### src/rtl/gene_pair_aligner.sv
// gene_pair_aligner
//   Merges two key-sorted parent gene streams into one stream of aligned gene
//   pairs for the mating PE. A job emits the PE setup word first. It then emits
//   one (data1, data2) pair per inherited gene, following NEAT alignment:
//     - Matching keys are emitted as (g1, g2).
//     - Disjoint or excess genes are kept only when they come from the fitter
//       parent. They are emitted as (g, g).
//
// Ports
//   clk, rst              clock; asynchronous active-high reset
//   start                 one-cycle job start (ignored while busy)
//   cfg_word              setup word: [63:56] p1 fitness, [55:48] p2 fitness,
//                         [47:0] mutation probabilities (sampled on start)
//   child_id              child genome id (sampled on start)
//   pX_valid/gene/last    parent X head gene, valid flag, final-gene flag
//   pX_ready              parent X head gene consumed this cycle
//   out_valid/out_setup   registered output beat valid / beat is setup word
//   out_data1/out_data2   registered output pair (zero when out_valid=0)
//   busy                  job in progress (state != IDLE)
//   done                  one-cycle job-complete pulse
//   gene_count            gene pairs emitted in the current/last job
module gene_pair_aligner #(
  parameter int GENE_SZ = 64,
  parameter int KEY_HI  = 55,
  parameter int KEY_LO  = 32,
  parameter int CNT_SZ  = 16
) (
  input  logic               clk,
  input  logic               rst,
  input  logic               start,
  input  logic [GENE_SZ-1:0] cfg_word,
  input  logic [7:0]         child_id,
  input  logic               p1_valid,
  input  logic [GENE_SZ-1:0] p1_gene,
  input  logic               p1_last,
  output logic               p1_ready,
  input  logic               p2_valid,
  input  logic [GENE_SZ-1:0] p2_gene,
  input  logic               p2_last,
  output logic               p2_ready,
  output logic               out_valid,
  output logic               out_setup,
  output logic [GENE_SZ-1:0] out_data1,
  output logic [GENE_SZ-1:0] out_data2,
  output logic               busy,
  output logic               done,
  output logic [CNT_SZ-1:0]  gene_count
);

  typedef enum logic [1:0] {IDLE, SETUP, MERGE, DONE} state_t;

  state_t               state_reg, state_next;
  logic [GENE_SZ-1:0]   cfg_reg, cfg_next;
  logic [7:0]           child_id_reg, child_id_next;
  logic                 fitter_reg, fitter_next;   // 0 = parent1, 1 = parent2
  logic                 p1_end_reg, p1_end_next;
  logic                 p2_end_reg, p2_end_next;
  logic [CNT_SZ-1:0]    gene_count_reg, gene_count_next;

  logic                 out_valid_reg, out_setup_reg;
  logic [GENE_SZ-1:0]   out_data1_reg, out_data2_reg;

  // Next output beat, registered one cycle later.
  logic                 beat_valid, beat_setup;
  logic [GENE_SZ-1:0]   beat_d1, beat_d2;

  logic                 pop1, pop2;
  logic [KEY_HI-KEY_LO:0] k1, k2;

  assign k1 = p1_gene[KEY_HI:KEY_LO];
  assign k2 = p2_gene[KEY_HI:KEY_LO];

  always_comb begin
    state_next      = state_reg;
    cfg_next        = cfg_reg;
    child_id_next   = child_id_reg;
    fitter_next     = fitter_reg;
    p1_end_next     = p1_end_reg;
    p2_end_next     = p2_end_reg;
    gene_count_next = gene_count_reg;
    pop1            = 1'b0;
    pop2            = 1'b0;
    beat_valid      = 1'b0;
    beat_setup      = 1'b0;
    beat_d1         = '0;
    beat_d2         = '0;

    case (state_reg)
      IDLE: begin
        if (start) begin
          cfg_next        = cfg_word;
          child_id_next   = child_id;
          // Ties favour parent1.
          fitter_next     = (cfg_word[GENE_SZ-9 -: 8] > cfg_word[GENE_SZ-1 -: 8]);
          p1_end_next     = 1'b0;
          p2_end_next     = 1'b0;
          gene_count_next = '0;
          state_next      = SETUP;
        end
      end

      SETUP: begin
        beat_valid = 1'b1;
        beat_setup = 1'b1;
        beat_d1    = cfg_reg;
        beat_d2    = {{(GENE_SZ-8){1'b0}}, child_id_reg};
        state_next = MERGE;
      end

      MERGE: begin
        // While both parents are live, decide only when both heads are
        // present. Equal keys pop both; otherwise pop the smaller key.
        if (!p1_end_reg && !p2_end_reg) begin
          if (p1_valid && p2_valid) begin
            pop1 = (k1 <= k2);
            pop2 = (k2 <= k1);
          end
        end else if (!p1_end_reg) begin
          pop1 = p1_valid;
        end else if (!p2_end_reg) begin
          pop2 = p2_valid;
        end

        if (pop1 && pop2) begin
          beat_valid = 1'b1;
          beat_d1    = p1_gene;
          beat_d2    = p2_gene;
        end else if (pop1 && !fitter_reg) begin
          beat_valid = 1'b1;
          beat_d1    = p1_gene;
          beat_d2    = p1_gene;
        end else if (pop2 && fitter_reg) begin
          beat_valid = 1'b1;
          beat_d1    = p2_gene;
          beat_d2    = p2_gene;
        end

        if (beat_valid && !(&gene_count_reg))
          gene_count_next = gene_count_reg + 1'b1;

        p1_end_next = p1_end_reg | (pop1 & p1_last);
        p2_end_next = p2_end_reg | (pop2 & p2_last);
        if (p1_end_next && p2_end_next)
          state_next = DONE;
      end

      DONE: begin
        state_next = IDLE;
      end

      default: begin
        state_next = IDLE;
      end
    endcase
  end

  always_ff @(posedge clk or posedge rst) begin
    if (rst) begin
      state_reg      <= IDLE;
      cfg_reg        <= '0;
      child_id_reg   <= '0;
      fitter_reg     <= 1'b0;
      p1_end_reg     <= 1'b0;
      p2_end_reg     <= 1'b0;
      gene_count_reg <= '0;
      out_valid_reg  <= 1'b0;
      out_setup_reg  <= 1'b0;
      out_data1_reg  <= '0;
      out_data2_reg  <= '0;
    end else begin
      state_reg      <= state_next;
      cfg_reg        <= cfg_next;
      child_id_reg   <= child_id_next;
      fitter_reg     <= fitter_next;
      p1_end_reg     <= p1_end_next;
      p2_end_reg     <= p2_end_next;
      gene_count_reg <= gene_count_next;
      out_valid_reg  <= beat_valid;
      out_setup_reg  <= beat_setup;
      out_data1_reg  <= beat_d1;
      out_data2_reg  <= beat_d2;
    end
  end

  assign p1_ready   = pop1;
  assign p2_ready   = pop2;
  assign out_valid  = out_valid_reg;
  assign out_setup  = out_setup_reg;
  assign out_data1  = out_data1_reg;
  assign out_data2  = out_data2_reg;
  assign busy       = (state_reg != IDLE);
  assign done       = (state_reg == DONE);
  assign gene_count = gene_count_reg;

endmodule
### config.mk
export PLATFORM = sky130hd
export DESIGN_NAME = gene_pair_aligner
export DESIGN_NICKNAME = d
export VERILOG_FILES = /design/src/rtl/gene_pair_aligner.sv
export SDC_FILE = /design/constraint.sdc
export NUM_CORES = 1
export LEC_CHECK = 0
export ABC_AREA = 1
export CAP_MARGIN = 20
export CORE_MARGIN = 2
export CORE_UTILIZATION = 40
export CTS_BUF_LIST = sky130_fd_sc_hd__clkbuf_4 sky130_fd_sc_hd__clkbuf_8
export DETAILED_ROUTE_END_ITERATION = 7
export HOLD_SLACK_MARGIN = 0.1
export PLACE_DENSITY = 0.68
export SYNTH_ARGS = -nofsm -noshare
export SYNTH_HDL_FRONTEND = slang
export SYNTH_SLANG_ARGS = --single-unit
### constraint.sdc
create_clock -name clk -period 9.13 [get_ports clk]
set_input_delay 1.826 -clock clk [delete_from_list [all_inputs] [get_ports clk]]
set_output_delay 1.826 -clock clk [all_outputs]
set_load 0.01 [all_outputs]
# --- After elaboration in Yosys (flattened, before gate mapping) ---
# Index checks and enable logic that the tools add are counted.
# W data, S select, Z words.
totals:
  elab_cells: 76
  register_bits: 223
op_classes:
  add_sub_neg: 1
  n_eq_ne: 6
  n_reduce_logical: 19
  n_mux: 32
  n_lt_le_gt_ge: 3
  n_bitwise: 4
ops:
  columns: ["cell", "n"]
  rows:
  - ["$mux W64", 4]
  - ["$pmux W64 S2", 2]
  - ["$le A24 B24 Y1", 2]
  - ["$mux W16", 2]
  - ["$pmux W16 S2", 1]
  - ["$mux W1", 17]
  - ["$add A16 B1 Y16 const B", 1]
  - ["$reduce_and A16 Y1", 1]
  - ["$gt A8 B8 Y1", 1]
  - ["$pmux W2 S4", 1]
  - ["$logic_and A1 B1 Y1", 7]
  - ["$ne A2 B2 Y1 const B", 3]
  - ["$pmux W1 S2", 3]
  - ["$reduce_and A2 Y1", 3]
  - ["$eq A2 B2 Y1 const B", 2]
  - ["$logic_not A1 Y1", 4]
  - ["$mux W2", 2]
  - ["$reduce_bool A2 Y1", 2]
  - ["$reduce_and A3 Y1", 1]
  - ["$and A1 B1 Y1", 2]
  - ["$eq A2 B1 Y1 const B", 1]
  - ["$logic_not A2 Y1", 1]
  - ["$or A1 B1 Y1", 2]

# --- Logic depth before layout (Yosys ltp) ---
logic_depth:
  depth_word: 12
  ltp_mapped: 22
  depth_no_buf: 21

# --- Worst setup path before layout ---
# OpenSTA, ideal clock, no wires.
synth_path:
  path_type: "input port to output port"
  from: "input p1_gene[39]"
  to: "output p1_ready"
  cell_stages: 12
  n_path_buf: 0
  arrival_ps: 3023
  path_slack_ps: 4281
  path_cell_list: "inv_1 -> ha_1 -> nand2_1 -> nor2_1 -> nand4_1 -> nor2_1 -> nand2_1 -> nand4_1 -> nand2_1 -> nand2_1 -> nand2_1 -> nor2_1"
synth_between:
  elab_chain_len: 5
synth_lines:
  columns: ["item", "line", "text"]
  rows:
  - ["start, declared", "34", "input logic [GENE_SZ-1:0] p1_gene,"]
  - ["$le A24 B24 Y1", "115", "pop1 = (k1 <= k2);"]
  - ["$mux W1", "114", "if (p1_valid && p2_valid) begin"]
  - ["$mux W1", "113", "if (!p1_end_reg && !p2_end_reg) begin"]
  - ["$mux W1 (2 in a row)", "88", "case (state_reg)"]
  - ["end, declared", "36", "output logic p1_ready,"]
# Every way passes these cells. The select of a mux whose other input is x is not followed.

# --- Worst setup path in the final report ---
# Same ends and word-level chain as after synthesis.

==> results_dict.tcl <==
set metrics [dict create \
    place_ws_ns 2.89 \
    place_hpwl_microns 27500 \
    grt_pass1_wl_microns 65800 \
    slew_viol_final 0 \
    grt_usage_pct 26.6 \
    viasPerCell 5.13 \
    p_leak_uw 0.00863 \
    cts_inserted_buffers 42 \
    grt_max_degree 178 \
    arrival_ns 4.49 \
    synthArstFlopShare_pct 100 \
    ant_nets 0 \
    fin_crit_sh_pct 69.2 \
    io_buffers 356 \
    grt_overflow 0 \
    setup_viol 0 \
    dieHeight_microns 179 \
    clkTransAtPathRegs_ns 0.05 \
    via_count 12600 \
    clk-insertion-delay-late_ns 0.55 \
    drc 0 \
    start_kind "primary input" \
    grt_pass1_vias 12100 \
    totalPowerFinal_uw 4200 \
    chipWidth_microns 179 \
    nets 2279 \
    synth_area_sq_mm 0.0123 \
    postSynthAreaPerCell_sq_um 7.08 \
    synth_common_cells "nand2_1 (725), dfrtp_1 (223), inv_1 (169)" \
    status "finished clean" \
    fin_skew_ns 0.0177 \
    setup.worst_path.end_class "output port" \
    worst_slack_ns 2.82 \
    clock_sinks 223 \
    fmax_ghz 0.158 \
    yosysUniqueCellTypes 33 \
    num_rows 64 \
    placed_area_sq_mm 0.0160 \
    vdd_drop_max_uv 345 \
    rsz0062_at_grt "false" \
    syn_inst 1733 \
    place_congestion 0.853 \
    stdcell_area_sq_mm 0.0169 \
    fp.dieArea_sq_mm 0.0321 \
    cts_resized 0 \
    yosysSeqAreaShare_pct 45.5 \
    whs_ns 0.477 \
    synthMostInstantiatedCell "nand2_1" \
    path_max_fanout 3 \
    finalHoldViolations 0 \
    clockBufferDepth 3 \
    power_density_mw_per_mm2 249 \
    tightest_slew_ns 1.19 \
    ys_ff_latch 223 \
    core_sq_mm 0.0304 \
    syn_to_final_growth_pct 37.5 \
    critPathKind "primary input to output port" \
    wl_per_cell_microns 17.6 \
    yosysTopAreaCellShare_pct 45.5 \
    cts_tree "built" \
    cts_root_buf "clkbuf_8" \
    drive_above_1_share_pct 4.80 \
    io_pins 357 \
    start_util_pct 40.3 \
    hold_class "flip-flop to flip-flop" \
    synthTopCellsByArea "dfrtp_1 (45%), nand2_1 (22%), nand3_1 (6.5%)" \
    htree_levels 2 \
    crit_required_ns 7.30 \
    drt_iter0_markers 896 \
    relSlewSlack_pct 20.9 \
    post-route-min-period_ns 6.31 \
    grt_antenna_before_repair 3 \
    finalSetupTns_ns 0 \
    cts_setup_buffers 0 \
    wl_microns 43400 \
    synth_edf_count 0 \
    drv_cap 0 \
    cts.hold.buffers_added 0 \
    synth_top_area_cell "dfrtp_1" \
    synthFlopType "dfrtp_1" \
    drt_pass1_iterations 5 \
    ys_warn_count 0 \
    synth_fp_nets 1978 \
]
-- through the flow --
step / utilization (%) / cells
finish: 55.4 / 2459
global route: 55.4 / 2457
CTS: 55.4 / 2457
detailed placement: 52.6 / 2386
global placement: 52.6 / 2386
floorplan: - / 1733
-- metal layers --
| metal | up-vias | GRT usage [%] | wire (microns) |
|---|---|---|---|
| met5 | - | 0 | 23 |
| li1 | 6047 | - | - |
| met4 | 4 | 10.9 | 1630 |
| met2 | 571 | 42.1 | 19700 |
| met3 | 113 | 5.41 | 3690 |
| met1 | 5889 | 35.5 | 18400 |
-- logic make-up (layout without fill, tap and decap cells) --
family	Yosys count	count (layout)	share of synthesized area (%)
buf+inv	281	609	9.04
xor+xnor	4	4	0.286
other cells	0	2	0
flops	223	223	45.5
compound gates	234	234	9.82
simple gates	953	953	31.5
fa+ha+maj	38	38	3.88
-- path summary, 6_finish.rpt --
path | startpoint | to | slack [ns] | cells after the start
max | p1_gene[39] | p1_ready | 2.82 | 14
min | cfg_reg[6]$_DFFE_PP0P_ | cfg_reg[6]$_DFFE_PP0P_ | 0.48 | 2
max reg2reg | p2_end_reg$_DFFE_PP0P_ | out_data1[14]$_DFF_PP0_ | 5.51 | 8
min reg2reg | cfg_reg[6]$_DFFE_PP0P_ | cfg_reg[6]$_DFFE_PP0P_ | 0.48 | 2
max in group asynchronous | rst | out_data2[20]$_DFF_PP0_ | 5.90 | 3
min in group asynchronous | rst | cfg_reg[26]$_DFFE_PP0P_ | 1.79 | 2
-- power breakdown --
group	internal, uW	switching [uW]	total [uW]	leakage (uW)
sequential	1260	127	1390	0.00298
clock	572	425	997	0.000457
combinational	630	1180	1810	0.00519
total	2470	1730	4200	0.00863
-- placed cells by master, fill, tap and decap left out, types with 3 or more instances in the layout --
cell             count
nor3b_1              4
o21ai_0             61
inv_2                3
nor3_1               3
nand4_1              6
dfrtp_1            222
buf_4               10
nor2_1              39
xnor2_1              3
nand2_1            722
ha_1                36
o21ai_1             23
clkbuf_8            51
clkdlybuf4s50_1    356
a21oi_1            140
or2_2                4
nand3b_1            10
nand3_1            158
inv_1              166
clkbuf_4            18
-- critical path, stage by stage --
cell and delay [ns]:
clkdlybuf4s50_1 0.46, inv_1 0.06, ha_1 0.30, nand2_1 0.07, nor2_1 0.18, nand4_1 0.20
nor2_1 0.14, nand2_1 0.08, nand4_1 0.13, nand2_1 0.12, nand2_1 0.14, nand2_1 0.11
nor2_1 0.12, clkdlybuf4s50_1 0.55
-- layout make-up --
type                            instances  area, sq um
Fill cell                            2920        13600
Multi-Input combinational cell       1229         5650
Sequential cell                       223         5580
Timing Repair Buffer                  366         3640
Clock buffer                           69          837
Inverter                              172          653
Tap cell                              396          495
Clock inverter                          2         10.0
Antenna cell                            2         5.00
(Power assumes the default switching activity.)
